[src/rtl/issue_hazard_ctrl.sv]
// In-order issue slot in front of the register scoreboard.
// Stalls on RAW hazards, selects forwarding, and claims destinations on issue.
module issue_hazard_ctrl #(
  parameter int         PAYLOAD_W = 32,
  parameter logic [3:0] FWD_MASK  = 4'b1111
) (
  input  logic                 clock,
  input  logic                 reset,
  input  logic                 in_valid,
  output logic                 in_ready,
  input  logic [PAYLOAD_W-1:0] in_payload,
  input  logic [4:0]           in_src_a,
  input  logic [4:0]           in_src_b,
  input  logic                 in_use_a,
  input  logic                 in_use_b,
  input  logic [4:0]           in_dst_a,
  input  logic [4:0]           in_dst_b,
  input  logic                 in_we_a,
  input  logic                 in_we_b,
  input  logic [1:0]           in_unit,
  input  logic                 flush,
  output logic [4:0]           sb_addr_a,
  output logic [4:0]           sb_addr_b,
  input  logic                 sb_pending_a,
  input  logic                 sb_pending_b,
  input  logic [1:0]           sb_unit_a,
  input  logic [1:0]           sb_unit_b,
  input  logic [4:0]           sb_row_a,
  input  logic [4:0]           sb_row_b,
  output logic [1:0]           sb_registerunit,
  output logic [4:0]           sb_writeaddr_a,
  output logic [4:0]           sb_writeaddr_b,
  output logic                 sb_enablewrite_a,
  output logic                 sb_enablewrite_b,
  output logic                 out_valid,
  input  logic                 out_ready,
  output logic [PAYLOAD_W-1:0] out_payload,
  output logic [1:0]           out_unit,
  output logic                 out_fwd_a,
  output logic                 out_fwd_b,
  output logic [15:0]          stall_cycles
);

  typedef enum logic {EMPTY, HELD} state_t;

  state_t state, state_nx;

  logic [PAYLOAD_W-1:0] s_payload;
  logic [4:0] s_src_a, s_src_b;
  logic [4:0] s_dst_a, s_dst_b;
  logic       s_use_a, s_use_b;
  logic       s_we_a, s_we_b;
  logic [1:0] s_unit;

  logic fwd_ok_a, fwd_ok_b;
  logic live_a, live_b;
  logic haz_a, haz_b;
  logic fwd_a, fwd_b;
  logic out_free, issue, accept;

  // unit/row are only meaningful while pending; gate them before use
  assign fwd_ok_a = sb_pending_a ?
    (sb_row_a == 5'b00001 && FWD_MASK[sb_unit_a]) : 1'b0;
  assign fwd_ok_b = sb_pending_b ?
    (sb_row_b == 5'b00001 && FWD_MASK[sb_unit_b]) : 1'b0;

  assign live_a = s_use_a && (s_src_a != 5'd0) && sb_pending_a;
  assign live_b = s_use_b && (s_src_b != 5'd0) && sb_pending_b;
  assign haz_a  = live_a && !fwd_ok_a;
  assign haz_b  = live_b && !fwd_ok_b;
  assign fwd_a  = live_a && fwd_ok_a;
  assign fwd_b  = live_b && fwd_ok_b;

  assign out_free = !out_valid || out_ready;
  assign issue    = (state == HELD) && !haz_a && !haz_b
                    && out_free && !flush;
  assign accept   = in_valid && in_ready;

  assign sb_addr_a       = s_src_a;
  assign sb_addr_b       = s_src_b;
  assign sb_writeaddr_a  = s_dst_a;
  assign sb_writeaddr_b  = s_dst_b;
  assign sb_registerunit = s_unit;

  always_ff @(posedge clock or negedge reset) begin
    if (!reset) state <= EMPTY;
    else        state <= state_nx;
  end

  always_comb begin
    state_nx = state;
    if (flush)       state_nx = EMPTY;
    else if (accept) state_nx = HELD;
    else if (issue)  state_nx = EMPTY;
  end

  always_comb begin
    in_ready         = 1'b0;
    sb_enablewrite_a = 1'b0;
    sb_enablewrite_b = 1'b0;
    in_ready         = ((state == EMPTY) || issue) && !flush;
    sb_enablewrite_a = issue && s_we_a && (s_dst_a != 5'd0);
    sb_enablewrite_b = issue && s_we_b && (s_dst_b != 5'd0);
  end

  always_ff @(posedge clock or negedge reset) begin
    if (!reset) begin
      s_payload <= '0;
      s_src_a   <= '0;
      s_src_b   <= '0;
      s_dst_a   <= '0;
      s_dst_b   <= '0;
      s_use_a   <= 1'b0;
      s_use_b   <= 1'b0;
      s_we_a    <= 1'b0;
      s_we_b    <= 1'b0;
      s_unit    <= '0;
    end else if (accept) begin
      s_payload <= in_payload;
      s_src_a   <= in_src_a;
      s_src_b   <= in_src_b;
      s_dst_a   <= in_dst_a;
      s_dst_b   <= in_dst_b;
      s_use_a   <= in_use_a;
      s_use_b   <= in_use_b;
      s_we_a    <= in_we_a;
      s_we_b    <= in_we_b;
      s_unit    <= in_unit;
    end
  end

  always_ff @(posedge clock or negedge reset) begin
    if (!reset) begin
      out_valid   <= 1'b0;
      out_payload <= '0;
      out_unit    <= '0;
      out_fwd_a   <= 1'b0;
      out_fwd_b   <= 1'b0;
    end else if (flush) begin
      out_valid <= 1'b0;
    end else if (issue) begin
      out_valid   <= 1'b1;
      out_payload <= s_payload;
      out_unit    <= s_unit;
      out_fwd_a   <= fwd_a;
      out_fwd_b   <= fwd_b;
    end else if (out_ready) begin
      out_valid <= 1'b0;
    end
  end

  always_ff @(posedge clock or negedge reset) begin
    if (!reset)
      stall_cycles <= '0;
    else if ((state == HELD) && !issue && !flush
             && (stall_cycles != 16'hFFFF))
      stall_cycles <= stall_cycles + 16'd1;
  end

endmodule

[config.mk]
export PLATFORM = sky130hd
export DESIGN_NAME = issue_hazard_ctrl
export DESIGN_NICKNAME = d
export VERILOG_FILES = /design/src/rtl/issue_hazard_ctrl.sv
export SDC_FILE = /design/constraint.sdc
export NUM_CORES = 1
export LEC_CHECK = 0
export ABC_AREA = 1
export ABC_CLOCK_PERIOD_IN_PS = 2260
export BUFFER_PORTS_ARGS = -buffer_cell sky130_fd_sc_hd__buf_2
export CORE_MARGIN = 5
export CORE_UTILIZATION = 50
export DETAILED_ROUTE_END_ITERATION = 16
export PLACE_DENSITY_LB_ADDON = 0.15
export SLEW_MARGIN = 10
export SYNTH_ARGS = -nofsm -noshare
export SYNTH_HDL_FRONTEND = slang
export SYNTH_SLANG_ARGS = --single-unit
[constraint.sdc]
create_clock -name clock -period 2.26 [get_ports clock]
set_input_delay 0.113 -clock clock [delete_from_list [all_inputs] [get_ports clock]]
set_output_delay 0.113 -clock clock [all_outputs]
set_load 0.01 [all_outputs]
Word-level counts from Yosys, hierarchy flattened
Cells that the tools add are included.
{"block": "word_totals", "register_bits": 112, "inputBits": 79, "out_inout_bits": 78, "word_cells": 76}
{"block": "classes", "add_sub_neg": 1, "n_lt_le_gt_ge": 2, "eq_ne": 3, "muxes": 12, "bitwise": 2, "n_reduce_logical": 39}
{"operator": "$logic_and A1 B1 Y1", "count": 23}
{"operator": "$reduce_bool A5 Y1", "count": 4}
{"operator": "$add A16 B1 Y16 const B", "count": 1}
{"operator": "$ne A16 B16 Y1 const B", "count": 1}
{"operator": "$eq A5 B1 Y1 const B", "count": 2}
{"operator": "$mux W1", "count": 10}
{"operator": "$logic_not A1 Y1", "count": 7}
{"operator": "$lt A2 B3 Y1 const B", "count": 2}
{"operator": "$reduce_bool A3 Y1", "count": 2}
{"operator": "$bmux W1 S2", "count": 2}
{"operator": "$logic_or A1 B1 Y1", "count": 2}
{"operator": "$not A1 Y1", "count": 2}
{"operator": "$reduce_and A2 Y1", "count": 1}

Depth between registers and ports, before layout
Gate-level depths: netlist of the first run.
{"block": "logic_depth", "ltp_word": 16, "ltp_mapped": 11}

Least setup slack after synthesis of the first run
No wires, ideal clock.
{"block": "synth_path", "path_kind": "reg-to-reg", "from": "reg stall_cycles[0]", "to": "reg stall_cycles[10]", "setup_time_ns": 0.118, "arrival_time_ns": 1.580, "t_required_ns": 2.142, "slack_ns": 0.562, "path_stages_with_launch": 10, "n_path_buf": 1, "path_cell_list": "dfrtp_1 -> ha_1 -> nand3_2 -> nor2_4 -> nand2_2 -> nor3_4 -> nand2_4 -> buf_2 -> nand4_1 -> nand2_1"}
{"block": "synth_via", "elab_chain_len": 2}
{"item": "start: declaration", "line": "41", "rtl": "output logic [15:0] stall_cycles"}
{"item": "start signal: assignment", "line": "157", "rtl": "stall_cycles <= stall_cycles + 16'd1;"}
{"item": "branches (longest 2 deep; another with $add A16 B1 Y16)"}
Several ways; the timed one is not identified.
A chain may end at the register's enable or synchronous reset.

Worst setup path after layout of the first run
{"block": "layout_path", "from": "reg s_src_b[1] (netlist: sb_addr_b[1])", "to": "out sb_enablewrite_b"}
{"block": "layout_via", "elab_chain_len": 10}
{"item": "start: declaration", "line": "49", "rtl": "logic [4:0] s_src_a, s_src_b;"}
{"item": "start signal: assignment", "line": "121", "rtl": "s_src_b <= in_src_b;"}
{"item": "$reduce_bool A5 Y1", "line": "68", "rtl": "assign live_b = s_use_b && (s_src_b != 5'd0) && sb_pending_b;"}
{"item": "$logic_and A1 B1 Y1 (2 in a row)", "line": "68"}
{"item": "$logic_and A1 B1 Y1", "line": "70", "rtl": "assign haz_b = live_b && !fwd_ok_b;"}
{"item": "$logic_not A1 Y1", "line": "75", "rtl": "assign issue = (state == HELD) && !haz_a && !haz_b"}
{"item": "$logic_and A1 B1 Y1", "line": "75"}
{"item": "$logic_and A1 B1 Y1 (2 in a row)", "line": "76", "rtl": "&& out_free && !flush;"}
{"item": "$logic_and A1 B1 Y1 (2 in a row)", "line": "103", "rtl": "sb_enablewrite_b = issue && s_we_b && (s_dst_b != 5'd0);"}
{"item": "end: declaration", "line": "34", "rtl": "output logic sb_enablewrite_b,"}
Every way passes these cells.

==> reports/results.ini, run 1 <==
[floorplan]
std_cell_rows=36
die-height_um=110
die_w_um=110
start_util_pct=51.5
ios=157
dieArea_um2=12200
core_area_um2=9770

[power]
pwr_density_cell_nw_per_um2=860
peakVddDrop_mv=0.375
cellLeakagePower_nw=3.67
power_mw=5.72

[synthesis]
yosys_warnings=0
syn_nets=664
synthCells=584
ys_types=30
synth_area_um2=5030
synth-edff-count=0
yosysSeqAreaShare_pct=55.7
synth-seq-cells=112
syn_avg_cell_area_um2=8.61
synthFlopType=dfrtp_1
async_flop_share_pct=100

[sta]
worst_pin_slew_ns=0.663
fin_skew_ns=0.00945
setup_tns_ns=0
rsz0062_at_grt=no
setup_violations=0
setup_ws_ns=0.237
max_slew_margin_pct=55.8
final-hold-violation-count=0
period_needed_ns=2.02
fmax_mhz=494
period_share_pct=89.5
slew_viol_final=0
whs_ns=0.0184

[cts]
cts.sinks=112
ctsRootBufferMaster=clkbuf_8
cts_tree=built
cts_made_buffers=9
clock_path_buffers=2
cts-resized-gates=0
clkLatencyLatePin_ns=0.37
clk_pin_slew_worst_paths_ns=0.10
h-tree-depth=3

[detailed_routing]
drt_first_pass_iters=5
drc=0
detail-route-antenna-nets=0
wl_per_cell_um=14.8
via_per_inst=5.18
vias=4763
wirelength_um=13600
first_iter_violations=244

[global_route]
grt-ovfl-total=0
busiest_layer=met2
grt_pass1_wl_um=21800
antenna_found_initial=1
grt_pass1_vias=4597
gr-usage-all-layers_pct=22.9
met2_usage_pct=37.3
use_met1_pct=30.5
grt_max_degree=58
use_met3_pct=3.90

[setup_path]
required_ns=2.15
critPathKind=reg2out
cp-end-kind=output pin
worstPathArrival_ns=1.91
timing.rr.start=stall_cycles[0]$_DFFE_PN0P_
start_kind=flip-flop
critPathMaxStageDelay_ns=0.41
r2r_setup_slack_ns=0.29
cp_slowest_cell=dfrtp_1
r2r_cells=9
rr_endpoint=stall_cycles[4]$_DFFE_PN0P_
cp_cell_sequence=nor2_1 -> nand3b_1 -> nand3_2 -> nand4_4 -> nor2_4 -> nand2_1 -> a21oi_1 -> buf_2
cp_max_fo=4

[hold_path]
holdPathEnd=sb_registerunit[0]$_DFFE_PN0P_
holdPathStages=3
min_path_type=in2reg
min_from=in_unit[0]

[placed_design]
hpwlAfterDp_um=8850
port-buffer-count=152
gp_congestion=0.767
dp_worst_setup_slack_ns=0.174
dpl.cell_count=844
placed_area_um2=5870

[run]
maxCapViolCount=0

[final_layout]
final_core_util_pct=68.0
fin_cells=920
design_area_um2=6650
nFillCells=850
final_nets=861
drive_above_1_share_pct=25.2
synthToLayoutAreaGrowth_pct=32.1

[outcome]
status=completed

synth_stat cells (6+ instances only):
| master | count | area [µm²] |
|---|---|---|
| xor2_1 | 8 | 70.1 |
| nand3_1 | 6 | 30.0 |
| nand2_1 | 277 | 1040 |
| nand4_1 | 77 | 482 |
| inv_1 | 14 | 52.6 |
| buf_2 | 13 | 65.1 |
| dfrtp_1 | 112 | 2800 |
| nor3_1 | 7 | 35.0 |
| clkbuf_1 | 14 | 52.6 |
| buf_4 | 6 | 45.0 |
| nor2_1 | 20 | 75.1 |
timing repair:
item,in CTS,in global routing
hold endpoints to repair,92,1
hold buffers,56,1
setup endpoints to repair,2,0
setup buffers,2,0
layout by cell type, fill, tap and decap left out, types with 4 or more instances in the layout:
cell             n
xnor2_1          4
xor2_1           8
nand2_1        277
nand3_1          6
inv_1           13
nor2_1          20
dfrtp_1        112
buf_4           14
nand3_2          4
dlygate4sd3_1   57
nor3_1           7
clkbuf_8         9
nand4_1         77
buf_2          151
state kept, by name (all words and copies together), names as in the netlist:
| register | count |
|---|---|
| out_fwd_a | 1 |
| out_fwd_b | 1 |
| out_payload | 32 |
| out_unit | 2 |
| out_valid | 1 |
| s_payload | 32 |
| s_use_a | 1 |
| s_use_b | 1 |
| s_we_a | 1 |
| s_we_b | 1 |
| sb_addr_a | 5 |
| sb_addr_b | 5 |
| sb_registerunit | 2 |
| sb_writeaddr_a | 5 |
| sb_writeaddr_b | 5 |
| stall_cycles | 16 |
| state | 1 |
critical path, delay by kind of cell, from the launching register on:
kind / cells / cell delay [ns]
simple gates: 6 / 0.85
flops: 1 / 0.41
buf+inv: 1 / 0.15
compound gates: 1 / 0.13
cell type report:
cell class | count | area [µm²] | share of cell area, %
sequential | 112 | 2800 | 42.2
clock buffer | 9 | 124 | 1.86
clock inverter | 7 | 63.8 | 0.960
antenna | 1 | 2.50 | 0.0376
inverter | 15 | 56.3 | 0.847
multi-input combinational | 420 | 1980 | 29.8
tap | 133 | 166 | 2.50
timing repair buffer | 223 | 1450 | 21.8
routing by layer:
| metal | part of all wire [%] | vias up |
|---|---|---|
| met5 | 0 | - |
| met1 | 44 | 2275 |
| met3 | 5.6 | 32 |
| li1 | - | 2298 |
| met2 | 48 | 158 |
| met4 | 2.5 | 0 |
cell families (layout without fill, tap and decap cells):
group	Yosys count	count (layout)	share of synthesized area [%]
and+or+nand+nor	402	402	36.2
DFF	112	112	55.7
buffers and inverters	52	254	5.02
xor gates and xnor gates	12	12	2.09
AOI/OAI and AO/OA	5	5	0.696
adders and majority gates	1	1	0.249
other	0	1	0
report_power, final:
group / internal, mW / switching (mW) / total (mW)
clock: 0.422 / 0.705 / 1.13
sequential: 2.56 / 0.354 / 2.91
combinational: 0.697 / 0.980 / 1.68
total: 3.68 / 2.04 / 5.72
how the worst max path moves through the flow:
stage               slack, ns                      endpoint  cells after the start                   startpoint
global route             0.06              sb_enablewrite_a                      8     sb_addr_a[3]$_DFFE_PN0P_
global placement         0.22   out_payload[13]$_DFFE_PN0P_                      8     sb_addr_b[1]$_DFFE_PN0P_
CTS                      0.20              sb_enablewrite_b                      8     sb_addr_b[1]$_DFFE_PN0P_
floorplan                0.56  stall_cycles[10]$_DFFE_PN0P_                      9  stall_cycles[0]$_DFFE_PN0P_
detailed placement       0.17   out_payload[16]$_DFFE_PN0P_                      8     sb_addr_b[1]$_DFFE_PN0P_
finish                   0.24              sb_enablewrite_b                      8     sb_addr_b[1]$_DFFE_PN0P_
(Power assumes the default switching activity.)
==> run 2, diff against run 1 <==
--- a/config.mk
+++ b/config.mk
@@ -8,7 +8,7 @@
 export ABC_AREA = 1
 export ABC_CLOCK_PERIOD_IN_PS = 2260
 export BUFFER_PORTS_ARGS = -buffer_cell sky130_fd_sc_hd__buf_2
-export CORE_MARGIN = 5
+export CORE_MARGIN = 4
 export CORE_UTILIZATION = 50
 export DETAILED_ROUTE_END_ITERATION = 16
 export PLACE_DENSITY_LB_ADDON = 0.15
==> run 2 against run 1 <==
  * Wire length decreased by 0.97%
  * Via count decreased by 0.48%
  * Critical path depth unchanged
  * Maximum frequency is 0.35% higher
  * Utilization up 0.10 points
  * Flip-flop and latch count unchanged
  * Register-to-register slack hardly changed
  * Clock-buffer cell count is 1 higher
  * Total power increased by 2.4%
  * Critical endpoint unchanged
  * Largest power group unchanged
==> reports/results.ini, run 2 (synthesis results as in run 1) <==
[setup_path]
required_ns=2.15  ; about the same
cp_slowest_cell=dfrtp_1
cp_cell_sequence=nor2_1 -> nand3b_1 -> nand3_2 -> nand4_4 -> nor2_4 -> nand2_1 -> a21oi_1 -> buf_2
critPathMaxStageDelay_ns=0.40  ; about the same
worstPathArrival_ns=1.90  ; about the same
start_kind=flip-flop
critPathKind=reg2out
path_buf_inv=1  ; unchanged
cp_max_fo=6  ; +2
crit_family=simple AND/OR/NAND/NOR gates
cp-end-kind=output pin

[power]
switching_share_pct=34.8  ; -0.83 points
power.switching_mw=2.04  ; about the same
clkPwrFrac_pct=21.5  ; +1.8 points
pwr_density_cell_nw_per_um2=880  ; +2.3%
pwr-share-seq_pct=49.8  ; -1.2 points
combPwrFrac_pct=28.7  ; -0.6 points
peakVddDrop_mv=0.397  ; +5.8%
cellLeakagePower_nw=3.68  ; +0.17%
internal_power_mw=3.82  ; +3.7%

[final_layout]
final_common_cell=nand2_1
nFillCells=805  ; -5.3%
diodes=0  ; -1
final_nets=858  ; -0.35%
multi_input_area_um2=1980  ; unchanged
layout_common_cells=nand2_1, buf_2, dfrtp_1, nand4_1, dlygate4sd3_1
synthToLayoutAreaGrowth_pct=32.3
drive_above_1_share_pct=24.9  ; -0.29 points
final_core_util_pct=68.1  ; +0.10 points
top_regs=out_payload: 32 flops, s_payload: 32 flops, stall_cycles: 16 flops
ff_latch_area_um2=2800  ; unchanged

[detailed_routing]
vias=4740  ; -0.48%
drc=0  ; unchanged
detail-route-antenna-nets=0  ; unchanged
wl_per_cell_um=14.7  ; -0.54%
via_per_inst=5.17  ; about the same
wirelength_um=13500  ; -0.97%
drt_first_pass_iters=4  ; -1
first_iter_violations=283  ; +16%

[sta]
fin_skew_ns=0.0159  ; +0.00644 ns
rsz0062_at_grt=no
fmax_mhz=496  ; +0.35%
max_slew_margin_pct=55.6  ; -0.15 points
slew_viol_final=0  ; unchanged
final-hold-violation-count=0  ; unchanged
setup_violations=0  ; unchanged
period_share_pct=89.2  ; -0.31 points
setup_ws_ns=0.244  ; +0.00704 ns
worst_pin_slew_ns=0.665  ; +0.00225 ns
setup_tns_ns=0  ; unchanged
period_needed_ns=2.02  ; -0.00704 ns

[run]
maxCapViolCount=0  ; unchanged

[global_route]
use_met1_pct=31.2  ; +0.74 points
grt_pass1_vias=4685  ; +1.9%
grt_pass1_wl_um=22400  ; +2.7%
grt-ovfl-total=0  ; unchanged
antenna_found_initial=0  ; -1
busiest_layer=met2
use_met3_pct=4.36  ; +0.46 points
gr-usage-all-layers_pct=24.1  ; +1.2 points
met2_usage_pct=40.3  ; +3.0 points
grt_max_degree=60  ; +3.4%

[cts]
clkLatencyLatePin_ns=0.37  ; about the same
cts_made_buffers=9  ; unchanged
h-tree-depth=3  ; unchanged
cts_setup_buffers=0  ; -2
clk_pin_slew_worst_paths_ns=0.10  ; about the same
cts_tree=built
ctsRootBufferMaster=clkbuf_8
cts.sinks=112  ; unchanged
cts-resized-gates=0  ; unchanged
clock_path_buffers=2  ; unchanged
cts_hold_buf=57  ; +1.8%

[placed_design]
hpwlAfterDp_um=8690  ; -1.8%
dp_worst_setup_slack_ns=0.304  ; +0.130 ns
port-buffer-count=152  ; unchanged
gp_congestion=0.780  ; +1.7%

[floorplan]
start_util_pct=51.5  ; unchanged
die_w_um=108  ; -1.8%
core_area_um2=9770  ; unchanged
std_cell_rows=36  ; unchanged
dieArea_um2=11700  ; -3.6%
ios=157  ; unchanged
die-height_um=108  ; -1.8%

[outcome]
status=completed

[hold_path]
min_path_type=in2reg

-- run 2: final timing paths --
| check | startpoint | end | slack [ns] | cells after the start |
|---|---|---|---|---|
| max | sb_addr_b[1]$_DFFE_PN0P_ | sb_enablewrite_b | 0.24 | 8 |
| min | in_payload[12] | s_payload[12]$_DFFE_PN0P_ | 0.03 | 3 |
| max reg2reg | stall_cycles[0]$_DFFE_PN0P_ | stall_cycles[13]$_DFFE_PN0P_ | 0.28 | 9 |
| min reg2reg | out_payload[7]$_DFFE_PN0P_ | out_payload[7]$_DFFE_PN0P_ | 0.47 | 2 |
| max in group asynchronous | reset | stall_cycles[14]$_DFFE_PN0P_ | 1.34 | 3 |
| min in group asynchronous | reset | out_payload[8]$_DFFE_PN0P_ | 0.25 | 2 |
-- run 2: cell type report --
cell class	count	share of cell area, %
Clock buffer	10	2.07
Inverter	15	0.846
Sequential cell	112	42.1
Tap cell	133	2.50
Clock inverter	6	1.09
Multi-Input combinational cell	420	29.8
Timing Repair Buffer	220	21.7
-- run 2: worst reg2reg max path, stage by stage, from the launching register on --
cell     delay (ns)
dfrtp_1        0.47
ha_1           0.24
nand3_2        0.15
nor2_4         0.16
nand2_2        0.09
nor3_4         0.21
nand2_4        0.19
nand4_4        0.24
nand2_1        0.09
nand2_1        0.07
-- run 2: layer usage --
layer | wire (µm) | up-vias
met1 | 5860 | 2245
li1 | - | 2305
met5 | 0 | -
met3 | 741 | 28
met2 | 6530 | 162
met4 | 323 | 0
-- run 2: stage by stage --
step | cells | area [µm²] | total power [mW] | hold slack [ns]
finish | 916 | 6660 | 5.86 | 0.0269
global route | 916 | 6660 | 6.25 | 0.00802
CTS | 916 | 6660 | 5.89 | 0.00462
detailed placement | 843 | 5880 | 4.57 | 0.109
global placement | 843 | 5880 | 4.50 | 0.107
floorplan | 584 | 5030 | 3.80 | -0.183
-- run 2: power groups by stage --
stage / Sequential [mW] / Combinational [mW] / Clock (mW)
floorplan: 3.11 / 0.697 / 0
CTS: 2.91 / 1.70 / 1.29
global route: 2.99 / 1.89 / 1.36
finish: 2.92 / 1.68 / 1.26
detailed placement: 2.95 / 1.62 / 0
global placement: 2.92 / 1.57 / 0
==> run 3, diff against run 2 <==
--- a/config.mk
+++ b/config.mk
@@ -12,6 +12,7 @@
 export CORE_UTILIZATION = 50
 export DETAILED_ROUTE_END_ITERATION = 16
 export PLACE_DENSITY_LB_ADDON = 0.15
+export REMOVE_ABC_BUFFERS = 1
 export SLEW_MARGIN = 10
 export SYNTH_ARGS = -nofsm -noshare
 export SYNTH_HDL_FRONTEND = slang
==> run 3 against run 2 <==
  * Wire length shrank 3.1%
  * Clock skew grew 0.0012 ns
  * Final area shrank 1.8%
  * Setup slack lost 0.045 ns
  * Critical path depth is the same
  * Largest cell class unchanged
  * Largest power group unchanged
==> reports/results.ini, run 3 (synthesis results as in run 1) <==
[detailed_routing]
wirelength_um=13000  ; -3.1%
detail-route-antenna-nets=0  ; unchanged
first_iter_violations=266  ; -6.0%
drc=0  ; unchanged
via_per_inst=5.13  ; -0.81%
drt_first_pass_iters=4  ; unchanged
wl_per_cell_um=14.4  ; -1.7%
vias=4635  ; -2.2%

[setup_path]
path_buf_inv=1  ; unchanged
critPathKind=reg2out
crit_path_frequent_cell=nand2_1
r2r_setup_slack_ns=0.32  ; +0.04 ns
cp_max_fo=7  ; +1
required_ns=2.15  ; about the same
start_kind=flip-flop
cp_cell_sequence=nor3_1 -> nand2_1 -> nand3_2 -> nand4_4 -> nor2_4 -> nand2_1 -> a21oi_1 -> buf_2
critPathMaxStageDelay_ns=0.40  ; about the same
cp-end-kind=output pin
r2r_cells=9  ; unchanged
timing.rr.start=stall_cycles[0]$_DFFE_PN0P_
worstPathArrival_ns=1.95  ; +0.05 ns
cp_slowest_cell=dfrtp_1
crit_family=simple AND/OR/NAND/NOR gates
rr_endpoint=stall_cycles[11]$_DFFE_PN0P_

[sta]
fin_skew_ns=0.0171  ; +0.00118 ns
fmax_mhz=485  ; -2.2%
worst_pin_slew_ns=0.661  ; -0.00356 ns
max_slew_margin_pct=55.9  ; +0.24 points
final-hold-violation-count=0  ; unchanged
rsz0062_at_grt=no
period_share_pct=91.2  ; +2.0 points
setup_violations=0  ; unchanged
slew_viol_final=0  ; unchanged
period_needed_ns=2.06  ; +0.0454 ns

[global_route]
gr-usage-all-layers_pct=23.2  ; -0.93 points
grt-ovfl-total=0  ; unchanged
antenna_found_initial=0  ; unchanged
grt_max_degree=77  ; +28%
grt_pass1_vias=4677  ; -0.17%
grt_pass1_wl_um=21700  ; -3.1%

[final_layout]
fin_cells=903  ; -1.4%
multi_input_area_um2=1980  ; unchanged
top_regs=out_payload: 32 flops, s_payload: 32 flops, stall_cycles: 16 flops
final_nets=846  ; -1.4%
drive_above_1_share_pct=25.5  ; +0.55 points
diodes=0  ; unchanged
ff_latch_area_um2=2800  ; unchanged
layout_common_cells=nand2_1, buf_2, dfrtp_1, nand4_1, dlygate4sd3_1
synthToLayoutAreaGrowth_pct=30.0
nFillCells=846  ; +5.1%
final_common_cell=nand2_1

[cts]
ctsRootBufferMaster=clkbuf_8
clkLatencyLatePin_ns=0.37  ; about the same
cts-resized-gates=0  ; unchanged
cts.sinks=112  ; unchanged
h-tree-depth=3  ; unchanged
cts_tree=built
clk_pin_slew_worst_paths_ns=0.10  ; about the same
cts_made_buffers=9  ; unchanged
clock_path_buffers=2  ; unchanged

[run]
maxCapViolCount=0  ; unchanged

[floorplan]
dieArea_um2=11700  ; unchanged
core_area_um2=9770  ; unchanged
die_w_um=108  ; unchanged
ios=157  ; unchanged
std_cell_rows=36  ; unchanged
start_util_pct=51.5  ; unchanged
die-height_um=108  ; unchanged

[placed_design]
hpwlAfterDp_um=8310  ; -4.3%
gp_congestion=0.826  ; +5.9%
port-buffer-count=152  ; unchanged
dpl.cell_count=842  ; -0.12%

[power]
power_mw=5.80  ; -1.0%
peakVddDrop_mv=0.408  ; +2.8%
cellLeakagePower_nw=3.63  ; -1.3%
pwr_density_cell_nw_per_um2=886  ; +0.77%

[outcome]
status=completed

[hold_path]
holdPathEnd=s_payload[31]$_DFFE_PN0P_
min_path_type=in2reg
min_from=in_payload[31]
holdPathStages=3  ; unchanged

[run 3: cell count changes in the layout (fill, tap and decap cells not counted), sizes merged]
cell	before	now
clkinv	0	1
clkbuf	10	11
dlygate4sd3	57	43
clkinvlp	1	2
buf	163	165
inv	19	15
[run 3: power by group]
group,leakage [nW],internal [mW],switching [mW]
Clock,0.0976,0.570,0.661
Sequential,1.43,2.56,0.346
Combinational,2.10,0.687,0.973
Total,3.63,3.82,1.98
[run 3: worst max-delay path by stage]
stage | start | to | slack [ns] | cells after the start
after floorplan | flush | s_payload[0]$_DFFE_PN0P_ | -0.42 | 4
after global placement | sb_addr_a[3]$_DFFE_PN0P_ | out_payload[25]$_DFFE_PN0P_ | 0.29 | 8
after detailed placement | sb_addr_a[3]$_DFFE_PN0P_ | out_payload[17]$_DFFE_PN0P_ | 0.25 | 8
after CTS | sb_addr_a[3]$_DFFE_PN0P_ | sb_enablewrite_b | 0.06 | 8
after global routing | sb_addr_a[3]$_DFFE_PN0P_ | sb_enablewrite_b | 0.04 | 8
final | sb_addr_a[3]$_DFFE_PN0P_ | sb_enablewrite_b | 0.20 | 8
[run 3: repair_timing]
action,in CTS,in global routing
hold endpoints to repair,86,0
endpoints found under the setup margin,0,2
hold buffers,43,0
setup buffers,0,3
[run 3: worst register-to-register path, cell delays in order, from the launching register on]
cell     delay [ns]
dfrtp_1        0.48
ha_1           0.25
nand3_2        0.15
nor2_4         0.15
nand2_2        0.10
nor3_4         0.19
nand2_4        0.18
nand4_4        0.24
nand2_1        0.08
nand2_1        0.07
[run 3: stage by stage]
stage	hold slack [ns]	util (%)	worst slack, ns	setup TNS [ns]	area, µm²
floorplan	-0.183	-	-0.417	-29.14	4830
global placement	0.156	60.2	0.289	0	5880
detailed placement	0.163	60.2	0.253	0	5880
CTS	0.0000341	66.7	0.0579	0	6520
global route	0.00191	66.9	0.0362	0	6540
finish	0.00931	66.9	0.199	0	6540
[run 3: final cells by class]
class | count | area share (%)
timing repair buffer | 208 | 20.3
sequential | 112 | 42.9
clock inverter | 4 | 0.823
inverter | 15 | 0.861
clock buffer | 11 | 2.31
multi-input combinational | 420 | 30.3
tap | 133 | 2.54
[run 3: layer usage]
metal / part of all wire [%] / vias up / GRT usage (%) / wire length, µm
met4: 1.7 / 0 / 8.39 / 227
met2: 48 / 157 / 38.7 / 6220
met5: 0 / - / 0 / 0
met3: 6.8 / 18 / 3.70 / 881
met1: 44 / 2195 / 30.7 / 5720
li1: - / 2265 / - / -
